`src/rtl/cdc_tx_arb_pkg.sv`:
```
// rtl/cdc_tx_arb_pkg.sv - shared types and constants for the CDC transmit arbiter
package cdc_tx_arb_pkg;

   localparam int DEFAULT_TIMEOUT_CYCLES = 1024;

   typedef enum logic [1:0] {
      REQ_UART  = 2'd0,
      REQ_SCAN  = 2'd1,
      REQ_GPIO  = 2'd2,
      REQ_SPARE = 2'd3
   } req_id_e;

   // Requester ID width; a single requester bit is kept even for tiny NUM_REQ.
   function automatic int id_width(input int n);
      return (n <= 2) ? 1 : $clog2(n);
   endfunction

endpackage

```
`src/rtl/cdc_tx_arbiter_rr_pick.sv`:
```
// rtl/cdc_tx_arbiter_rr_pick.sv - rotating-priority one-hot picker
module rr_pick #(
   parameter int N  = 4,
   parameter int IW = 2
) (
   input  logic [N-1:0]  req,
   input  logic [IW-1:0] ptr,
   output logic [N-1:0]  grant,
   output logic [IW-1:0] idx,
   output logic          any
);

   // Search offsets ptr, ptr+1, ... with a modulo so non-power-of-two N wraps cleanly.
   always_comb begin
      grant = '0;
      idx   = '0;
      any   = 1'b0;
      for (int k = 0; k < N; k++) begin
         for (int i = 0; i < N; i++) begin
            if (!any && req[i] && (i == ((int'(ptr) + k) % N))) begin
               any      = 1'b1;
               grant[i] = 1'b1;
               idx      = IW'(i);
            end
         end
      end
   end

endmodule

```
`src/rtl/cdc_tx_arbiter.sv`:
```
// rtl/cdc_tx_arbiter.sv - round-robin scheduler feeding one handshake CDC channel
// Optional stall watchdog enabled by CDC_TX_ARB_WATCHDOG_EN.
module cdc_tx_arbiter
   import cdc_tx_arb_pkg::*;
#(
   parameter int NUM_REQ        = 4,
   parameter int DATA_W         = 8,
   parameter int ID_W           = id_width(NUM_REQ),
   parameter int TIMEOUT_CYCLES = DEFAULT_TIMEOUT_CYCLES
) (
   input  logic                      clk,
   input  logic                      async_reset_n,
   input  logic                      arb_en,
   input  logic [NUM_REQ-1:0]        req_valid,
   output logic [NUM_REQ-1:0]        req_ready,
   input  logic [NUM_REQ*DATA_W-1:0] req_data,
   output logic [ID_W+DATA_W-1:0]    out_data,
   output logic                      out_valid,
   input  logic                      out_ready,
   output logic                      busy,
   output logic                      err_stall,
   input  logic                      err_clear
);

   logic [ID_W-1:0]    rr_ptr;
   logic [NUM_REQ-1:0] win_oh;
   logic [ID_W-1:0]    win_idx;
   logic               win_any;
   logic [DATA_W-1:0]  win_data;
   logic               reg_free;
   logic               grant;

   rr_pick #(
      .N  (NUM_REQ),
      .IW (ID_W)
   ) u_rr_pick (
      .req   (req_valid),
      .ptr   (rr_ptr),
      .grant (win_oh),
      .idx   (win_idx),
      .any   (win_any)
   );

   always_comb begin
      win_data = '0;
      for (int i = 0; i < NUM_REQ; i++) begin
         if (win_idx == ID_W'(i)) begin
            win_data = req_data[i*DATA_W +: DATA_W];
         end
      end
   end

   assign reg_free  = !out_valid || out_ready;
   assign grant     = arb_en && reg_free && win_any && async_reset_n;
   assign req_ready = grant ? win_oh : '0;
   assign busy      = out_valid || (|req_valid);

   always_ff @(posedge clk or negedge async_reset_n) begin
      if (!async_reset_n) begin
         out_valid <= 1'b0;
         out_data  <= '0;
         rr_ptr    <= '0;
      end else if (grant) begin
         out_valid <= 1'b1;
         out_data  <= {win_idx, win_data};
         rr_ptr    <= (win_idx == ID_W'(NUM_REQ - 1)) ? '0 : win_idx + 1'b1;
      end else if (out_ready) begin
         out_valid <= 1'b0;
      end
   end

`ifdef CDC_TX_ARB_WATCHDOG_EN
   localparam int CNT_W = $clog2(TIMEOUT_CYCLES + 1);

   logic [CNT_W-1:0] stall_cnt;
   logic             stalled;
   logic             stall_hit;

   assign stalled   = out_valid && !out_ready;
   // Fires on the edge where the count lands on the threshold and keeps firing while saturated.
   assign stall_hit = stalled && (stall_cnt >= CNT_W'(TIMEOUT_CYCLES - 1));

   always_ff @(posedge clk or negedge async_reset_n) begin
      if (!async_reset_n) begin
         stall_cnt <= '0;
         err_stall <= 1'b0;
      end else begin
         if (!stalled) begin
            stall_cnt <= '0;
         end else if (stall_cnt != CNT_W'(TIMEOUT_CYCLES)) begin
            stall_cnt <= stall_cnt + 1'b1;
         end
         if (stall_hit) begin
            err_stall <= 1'b1;
         end else if (err_clear) begin
            err_stall <= 1'b0;
         end
      end
   end
`else
   localparam int unused_timeout_cycles = TIMEOUT_CYCLES;
   logic unused_err_clear;

   assign unused_err_clear = err_clear;
   assign err_stall        = 1'b0;
`endif

endmodule

```
`config.mk`:
```
export PLATFORM = sky130hd
export DESIGN_NAME = cdc_tx_arbiter
export DESIGN_NICKNAME = d
export VERILOG_FILES = /design/src/rtl/cdc_tx_arb_pkg.sv /design/src/rtl/cdc_tx_arbiter_rr_pick.sv /design/src/rtl/cdc_tx_arbiter.sv
export SDC_FILE = /design/constraint.sdc
export NUM_CORES = 1
export LEC_CHECK = 0
export CAP_MARGIN = 15
export CORE_MARGIN = 2
export CORE_UTILIZATION = 41
export DETAILED_ROUTE_END_ITERATION = 8
export PLACE_DENSITY = 0.91
export RECOVER_POWER = 50
export SLEW_MARGIN = 30
export SYNTH_ARGS = -nofsm -noshare
export SYNTH_HDL_FRONTEND = slang
export SYNTH_SLANG_ARGS = --single-unit
```
`constraint.sdc`:
```
create_clock -name clk -period 5.5 [get_ports clk]
set_input_delay 1.375 -clock clk [delete_from_list [all_inputs] [get_ports clk]]
set_output_delay 1.375 -clock clk [all_outputs]
set_load 0.01 [all_outputs]
```
* After elaboration in Yosys (flattened, before gate mapping)
Cells that the tools add are included.
Cells by class: shift-type cells 0, muxes and demuxes 54, reduce and logical (&&, ||, !) cells 62, div/mod/pow operators 0, $lt $le $gt $ge 0, add/sub/neg operators 4, eq/ne operators 15, multipliers 0, bitwise operators 3
Operator list (count):
- logical NOT 32 bit | 4
- logical AND 1 bit | 34
- two-way mux 1 bit | 34
- two-way mux 8 bit | 4
- two-way mux 2 bit | 15
- == test 3 bit (first input constant) | 6
- logical NOT 1 bit | 16
- == test 2 x 3 -> 1 bit (first input constant) | 3
- OR reduction 2 bit | 3
- adder 2 x 1 -> 2 bit (second input constant) | 2
- adder 2 bit (second input constant) | 2
- == test 2 bit (first input constant) | 2
- == test 2 bit (second input constant) | 2
- two-way mux 4 bit | 1
- OR reduction 4 bit | 1
- AND 1 bit (first input constant) | 3
- == test 1 x 2 -> 1 bit (first input constant) | 1
- == test 2 x 1 -> 1 bit (second input constant) | 1
- logical NOT 2 bit | 1
- logical OR 1 bit | 2
- nonzero test 2 bit | 1
Word-level totals: memory bits (read-only) 0, register bits after elaboration 13, logic and storage cells 141, bits in writable memories 0, output and inout port bits 17, latch bits 0, memories kept 0

* Longest topological paths before layout
Gate-level depths: netlist of the first run.
word-level depth 68, gate-level depth with buffers 12, depth with buffers taken out 9

* Modules after synthesis
A second synthesis of the first run with hierarchy kept.
Unflattened totals: cells, all modules 111, area, all modules 1056.0 um^2
Modules (own cells, without submodules):
- cdc_tx_arbiter | sequential area each 325.3 um^2, instances 1, area each 907.1 um^2, cells each 84
- rr_pick | sequential area each 0.0 um^2, instances 1, area each 148.9 um^2, cells each 27

* Least setup slack after synthesis of the first run
Ideal clock, no wire load.
path kind in2out, from in req_valid[0], to out req_ready[1], stages on the path 5, setup slack 1.897 ns, data required time 4.125 ns, data arrival time 2.228 ns, path through buf_6 -> nor4_2 -> and4b_1 -> buf_6 -> o2111a_1
Between the ends: word-level cells in the longest chain between the ends 65
Ends and longest elaborated chain:
- start: declaration | RTL line cdc_tx_arbiter.sv:14 | input logic [NUM_REQ-1:0] req_valid,
- logical AND 1 bit | RTL line cdc_tx_arbiter_rr_pick.sv:20 | if (!any && req[i] && (i == ((int'(ptr) + k) % N))) begin
- two-way mux 1 bit | RTL line cdc_tx_arbiter_rr_pick.sv:20
- logical NOT 1 bit | RTL line cdc_tx_arbiter_rr_pick.sv:20
- logical AND 1 bit (2 in a row) | RTL line cdc_tx_arbiter_rr_pick.sv:20
- two-way mux 1 bit | RTL line cdc_tx_arbiter_rr_pick.sv:20
- logical NOT 1 bit | RTL line cdc_tx_arbiter_rr_pick.sv:20
- logical AND 1 bit (2 in a row) | RTL line cdc_tx_arbiter_rr_pick.sv:20
- two-way mux 1 bit | RTL line cdc_tx_arbiter_rr_pick.sv:20
- (+44 left out)
- logical NOT 1 bit | RTL line cdc_tx_arbiter_rr_pick.sv:20
- logical AND 1 bit (2 in a row) | RTL line cdc_tx_arbiter_rr_pick.sv:20
- two-way mux 1 bit | RTL line cdc_tx_arbiter_rr_pick.sv:20
- logical NOT 1 bit | RTL line cdc_tx_arbiter_rr_pick.sv:20
- logical AND 1 bit (2 in a row) | RTL line cdc_tx_arbiter_rr_pick.sv:20
- two-way mux 1 bit | RTL line cdc_tx_arbiter_rr_pick.sv:20
- logical AND 1 bit (2 in a row) | RTL line cdc_tx_arbiter.sv:54 | assign grant = arb_en && reg_free && win_any && async_reset_n;
- two-way mux 4 bit (*) | RTL line cdc_tx_arbiter.sv:55 | assign req_ready = grant ? win_oh : '0;
- end: declaration | RTL line cdc_tx_arbiter.sv:15 | output logic [NUM_REQ-1:0] req_ready,
Every way passes the cells marked *; elsewhere a longest branch is shown, timed or not.

* Worst setup path after layout of the first run
from in async_reset_n, to out req_ready[1]
Between the ends: word-level cells in the longest chain between the ends 2
Ends and longest elaborated chain:
- start: declaration | RTL line cdc_tx_arbiter.sv:12 | input logic async_reset_n,
- logical AND 1 bit | RTL line cdc_tx_arbiter.sv:54
- two-way mux 4 bit | RTL line cdc_tx_arbiter.sv:55
Every way passes these cells.

==> tab_implementation.tex, run 1 <==
\begin{tabular}{lr}
\hline
Metric & Value \\
\hline
\multicolumn{2}{l}{\textbf{CTS}} \\
\quad Hold-fix buffers, CTS & 0 \\
\quad Setup bufs post-CTS & 0 \\
\quad H-tree Lvls & 1 \\
\quad Clock latency at the later pin of the worst-skew pair & 260 ps \\
\quad Number of sinks on the clock net & 13 \\
\quad Root buf cell & clkbuf\_4 \\
\quad Number of gates resized after cts & 0 \\
\quad CTS clk-pin slew, worst paths & 70 ps \\
\quad CTS Buf Count & 3 \\
\quad Clock Tree Buf Depth & 2 \\
\quad CTS tree & yes \\
\multicolumn{2}{l}{\textbf{Place}} \\
\quad Minimum setup slack after placement & 926 ps \\
\quad GP Congestion & 0.745 \\
\quad Placed wire-length estimate & 2140 um \\
\quad Buffers added on ports & 55 \\
\multicolumn{2}{l}{\textbf{Timing}} \\
\quad Count of pins over their slew limit & 0 \\
\quad Unrepaired setup endpoints after global routing & no \\
\quad Final Hold Vio Count & 0 \\
\quad Worst-Margin Slew & 712 ps \\
\quad Max-slew headroom at the worst pin & 52.5\% \\
\quad Max Clk Rate & 205 MHz \\
\quad Final setup margin & 629 ps \\
\quad Final setup vio count & 0 \\
\quad Worst setup skew after layout & 0.364 ps \\
\quad Total Neg Setup Slack & 0 ps \\
\quad Final critical-path share of the clock period & 88.6\% \\
\quad Min cycle time layout & 4870 ps \\
\multicolumn{2}{l}{\textbf{Setup path}} \\
\quad Maximum fanout count along the critical path & 15 \\
\quad RR Endpoint & out\_data[0] \\
\quad Sort of element at the start of the critical path & input pin \\
\quad CP required & 4120 ps \\
\quad Endpoint type of the worst setup path & primary output \\
\quad Critical Path AT & 3500 ps \\
\quad Start point of the critical path & async\_reset\_n \\
\quad Worst setup slack for register-to-register paths & 3110 ps \\
\quad Worst Path Class, Setup & input pin to primary output \\
\quad Startpoint of the worst register-to-register path & rr\_ptr[0] \\
\quad Depth of the worst register-to-register path & 9 \\
\multicolumn{2}{l}{\textbf{Min path}} \\
\quad Hold-critical path depth & 1 \\
\quad Worst min-delay path startpoint & out\_data[8] \\
\quad Kind of path behind the tightest hold check & flop to flop \\
\quad Capture endpoint of the worst hold path & out\_data[8] \\
\multicolumn{2}{l}{\textbf{Pwr}} \\
\quad Internal power summed over all cells & 320 uW \\
\quad Pwr dens & 340 mW/mm2 \\
\quad Switching power & 219 uW \\
\quad Static Leakage & 0.000667 uW \\
\quad Comb pwr share & 59.2\% \\
\quad Switching Fraction & 40.6\% \\
\quad Worst ir drop on vdd & 0.000270 V \\
\quad Clk pwr share & 10.3\% \\
\quad Register share of total power & 30.5\% \\
\multicolumn{2}{l}{\textbf{Logic synthesis}} \\
\quad Synthesized net count & 182 \\
\quad Yosys reg bits & 13 \\
\quad Synth unique cells & 28 \\
\quad Number of warning messages in the yosys log & 0 \\
\quad Average size of a mapped cell & 7.63 um2 \\
\quad Synthesized cell area & 0.00104 mm2 \\
\quad Cell count after synthesis & 137 \\
\quad Sequential-to-total area share from yosys stat & 31.1\% \\
\multicolumn{2}{l}{\textbf{Floorplan}} \\
\quad Number of primary I/O pins & 58 \\
\quad Die width & 54.5 um \\
\quad Die footprint & 0.00297 mm2 \\
\quad Placeable Area & 0.00245 mm2 \\
\quad Number of placement rows & 18 \\
\quad DIE HEIGHT & 54.5 um \\
\quad Initial cell density of the core & 42.6\% \\
\multicolumn{2}{l}{\textbf{Route}} \\
\quad Post-detailed-route DRC marker count & 0 \\
\quad Average wire per standard cell & 12.4 um \\
\quad Iteration-0 DRC count of the detailed router & 15 \\
\quad Number of search-and-repair iterations in the first detailed-routing pass & 4 \\
\quad Total number of vias & 1140 \\
\quad Final WL & 2660 um \\
\quad Number of antenna-violating nets in the routed design & 0 \\
\quad Number of vias per cell after detailed routing & 5.30 \\
\multicolumn{2}{l}{\textbf{Job}} \\
\quad Max-capacitance violation count & 0 \\
\multicolumn{2}{l}{\textbf{Finish}} \\
\quad Area overhead of the layout relative to synthesis & 51.7\% \\
\quad Antenna diode count & 0 \\
\quad Highest-count cells in the layout ignoring fill and taps & clkdlybuf4s50\_1 (46), a21oi\_1 (31), nor2\_1 (14) \\
\quad Share of post-route cells with drive strength above 1 & 4.86\% \\
\quad Commonest non-fill, non-tap cell in the layout & clkdlybuf4s50\_1 \\
\quad Post-layout net count & 231 \\
\multicolumn{2}{l}{\textbf{Global routing}} \\
\quad Maximum number of pins on one net before global-route repair & 24 \\
\quad Antenna violations before repair & 0 \\
\quad Overall Global Routing Usage & 20.7\% \\
\quad Vias in the first global route & 1118 \\
\quad First-pass GRT wire length & 4510 um \\
\quad Remaining Overflow, GRT & 0 \\
\multicolumn{2}{l}{\textbf{Status}} \\
\quad Result of the run & finished clean \\
\hline
\end{tabular}
-- power groups by stage --
stage	registers (uW)	logic, uW	clock network [uW]
global placement	164	319	0
CTS	166	330	57.9
detailed placement	167	329	0
finish	165	319	55.5
floorplan	170	191	0
global route	172	354	65.5
-- layer usage --
metal / global-route usage, % / part of all wire [%] / vias to the layer above
met3: 6.28 / 7.0 / 0
met1: 21.8 / 39 / 531
li1: - / - / 571
met2: 40.4 / 54 / 38
met5: 0 / 0 / -
met4: 3.75 / 0 / 0
-- stage by stage --
step	instance area [um2]	std cells	hold slack, ps	util, %	total power, uW
after floorplan	1040	137	552	-	361
after global placement	1560	211	503	63.7	484
after detailed placement	1560	211	502	63.7	496
after CTS	1590	215	526	64.7	554
after global routing	1590	215	539	64.6	592
final	1590	215	518	64.6	539
-- cells in the mapped netlist --
| library cell | n | area, um2 |
|---|---|---|
| a21oi_1 | 31 | 155 |
| nor2_1 | 14 | 52.6 |
| dfrtp_1 | 13 | 325 |
| inv_1 | 12 | 45.0 |
| nand2_1 | 10 | 37.5 |
| o21ai_0 | 10 | 50.1 |
| a22oi_1 | 8 | 60.1 |
| clkbuf_1 | 6 | 22.5 |
| buf_6 | 4 | 45.0 |
| ha_1 | 4 | 50.1 |
| and3_1 | 3 | 18.8 |
| nand2b_1 | 3 | 18.8 |
| mux2_4 | 2 | 30.0 |
| nor2b_1 | 2 | 12.5 |
| o22ai_1 | 2 | 12.5 |
| a211oi_2 | 1 | 12.5 |
| a21oi_2 | 1 | 8.76 |
| and4b_1 | 1 | 10.0 |
| buf_2 | 1 | 5.00 |
| buf_4 | 1 | 7.51 |
| clkbuf_2 | 1 | 5.00 |
| conb_1 | 1 | 3.75 |
| nor4_2 | 1 | 12.5 |
| o2111a_1 | 1 | 11.3 |
| o211ai_1 | 1 | 7.51 |
| o22a_1 | 1 | 8.76 |
| o31a_1 | 1 | 8.76 |
| or2b_1 | 1 | 7.51 |
-- how the worst max path moves through the flow --
stage                   endpoint  slack [ps]  depth (start not counted)
floorplan           req_ready[1]        1900                          5
global placement    req_ready[0]         990                          6
detailed placement  req_ready[0]         930                          6
CTS                 req_ready[0]         930                          6
global route        req_ready[1]         420                          5
finish              req_ready[1]         630                          5
-- logic make-up after synthesis --
logic type,count (synthesis),share of synthesized area [%]
adder cells (fa/ha/maj),4,4.79
AND/OR/NAND/NOR,35,16.3
multiplexers,2,2.87
flip-flops,13,31.1
other,1,0.359
buffers and inverters,25,12.5
AO/OA/AOI/OAI,57,32.1
-- flip-flops by register name, indices dropped and copies added, names as in the netlist --
| register | cells |
|---|---|
| out_data | 10 |
| rr_ptr | 2 |
| out_valid | 1 |
-- worst max-delay path: stages --
cell and delay (ps):
dlygate4sd3_1 520, clkbuf_1 540, and4b_1 330, o2111a_1 190, clkdlybuf4s50_1 530
-- area by class of cell --
class | instances | area [um2]
Timing Repair Buffer | 57 | 562
Fill cell | 233 | 870
Sequential cell | 13 | 325
Inverter | 12 | 45.0
Clock buffer | 4 | 26.3
Tap cell | 30 | 37.5
Multi-Input combinational cell | 99 | 589
Power figures use the tool's default switching activity.
==> run 2: changes to the inputs <==
- CTS_CLUSTER_DIAMETER: not set -> 60
- HOLD_SLACK_MARGIN: not set -> 0.03
==> results of run 2 <==
No change in the layout: final DEF, timing and power equal those of run 1.
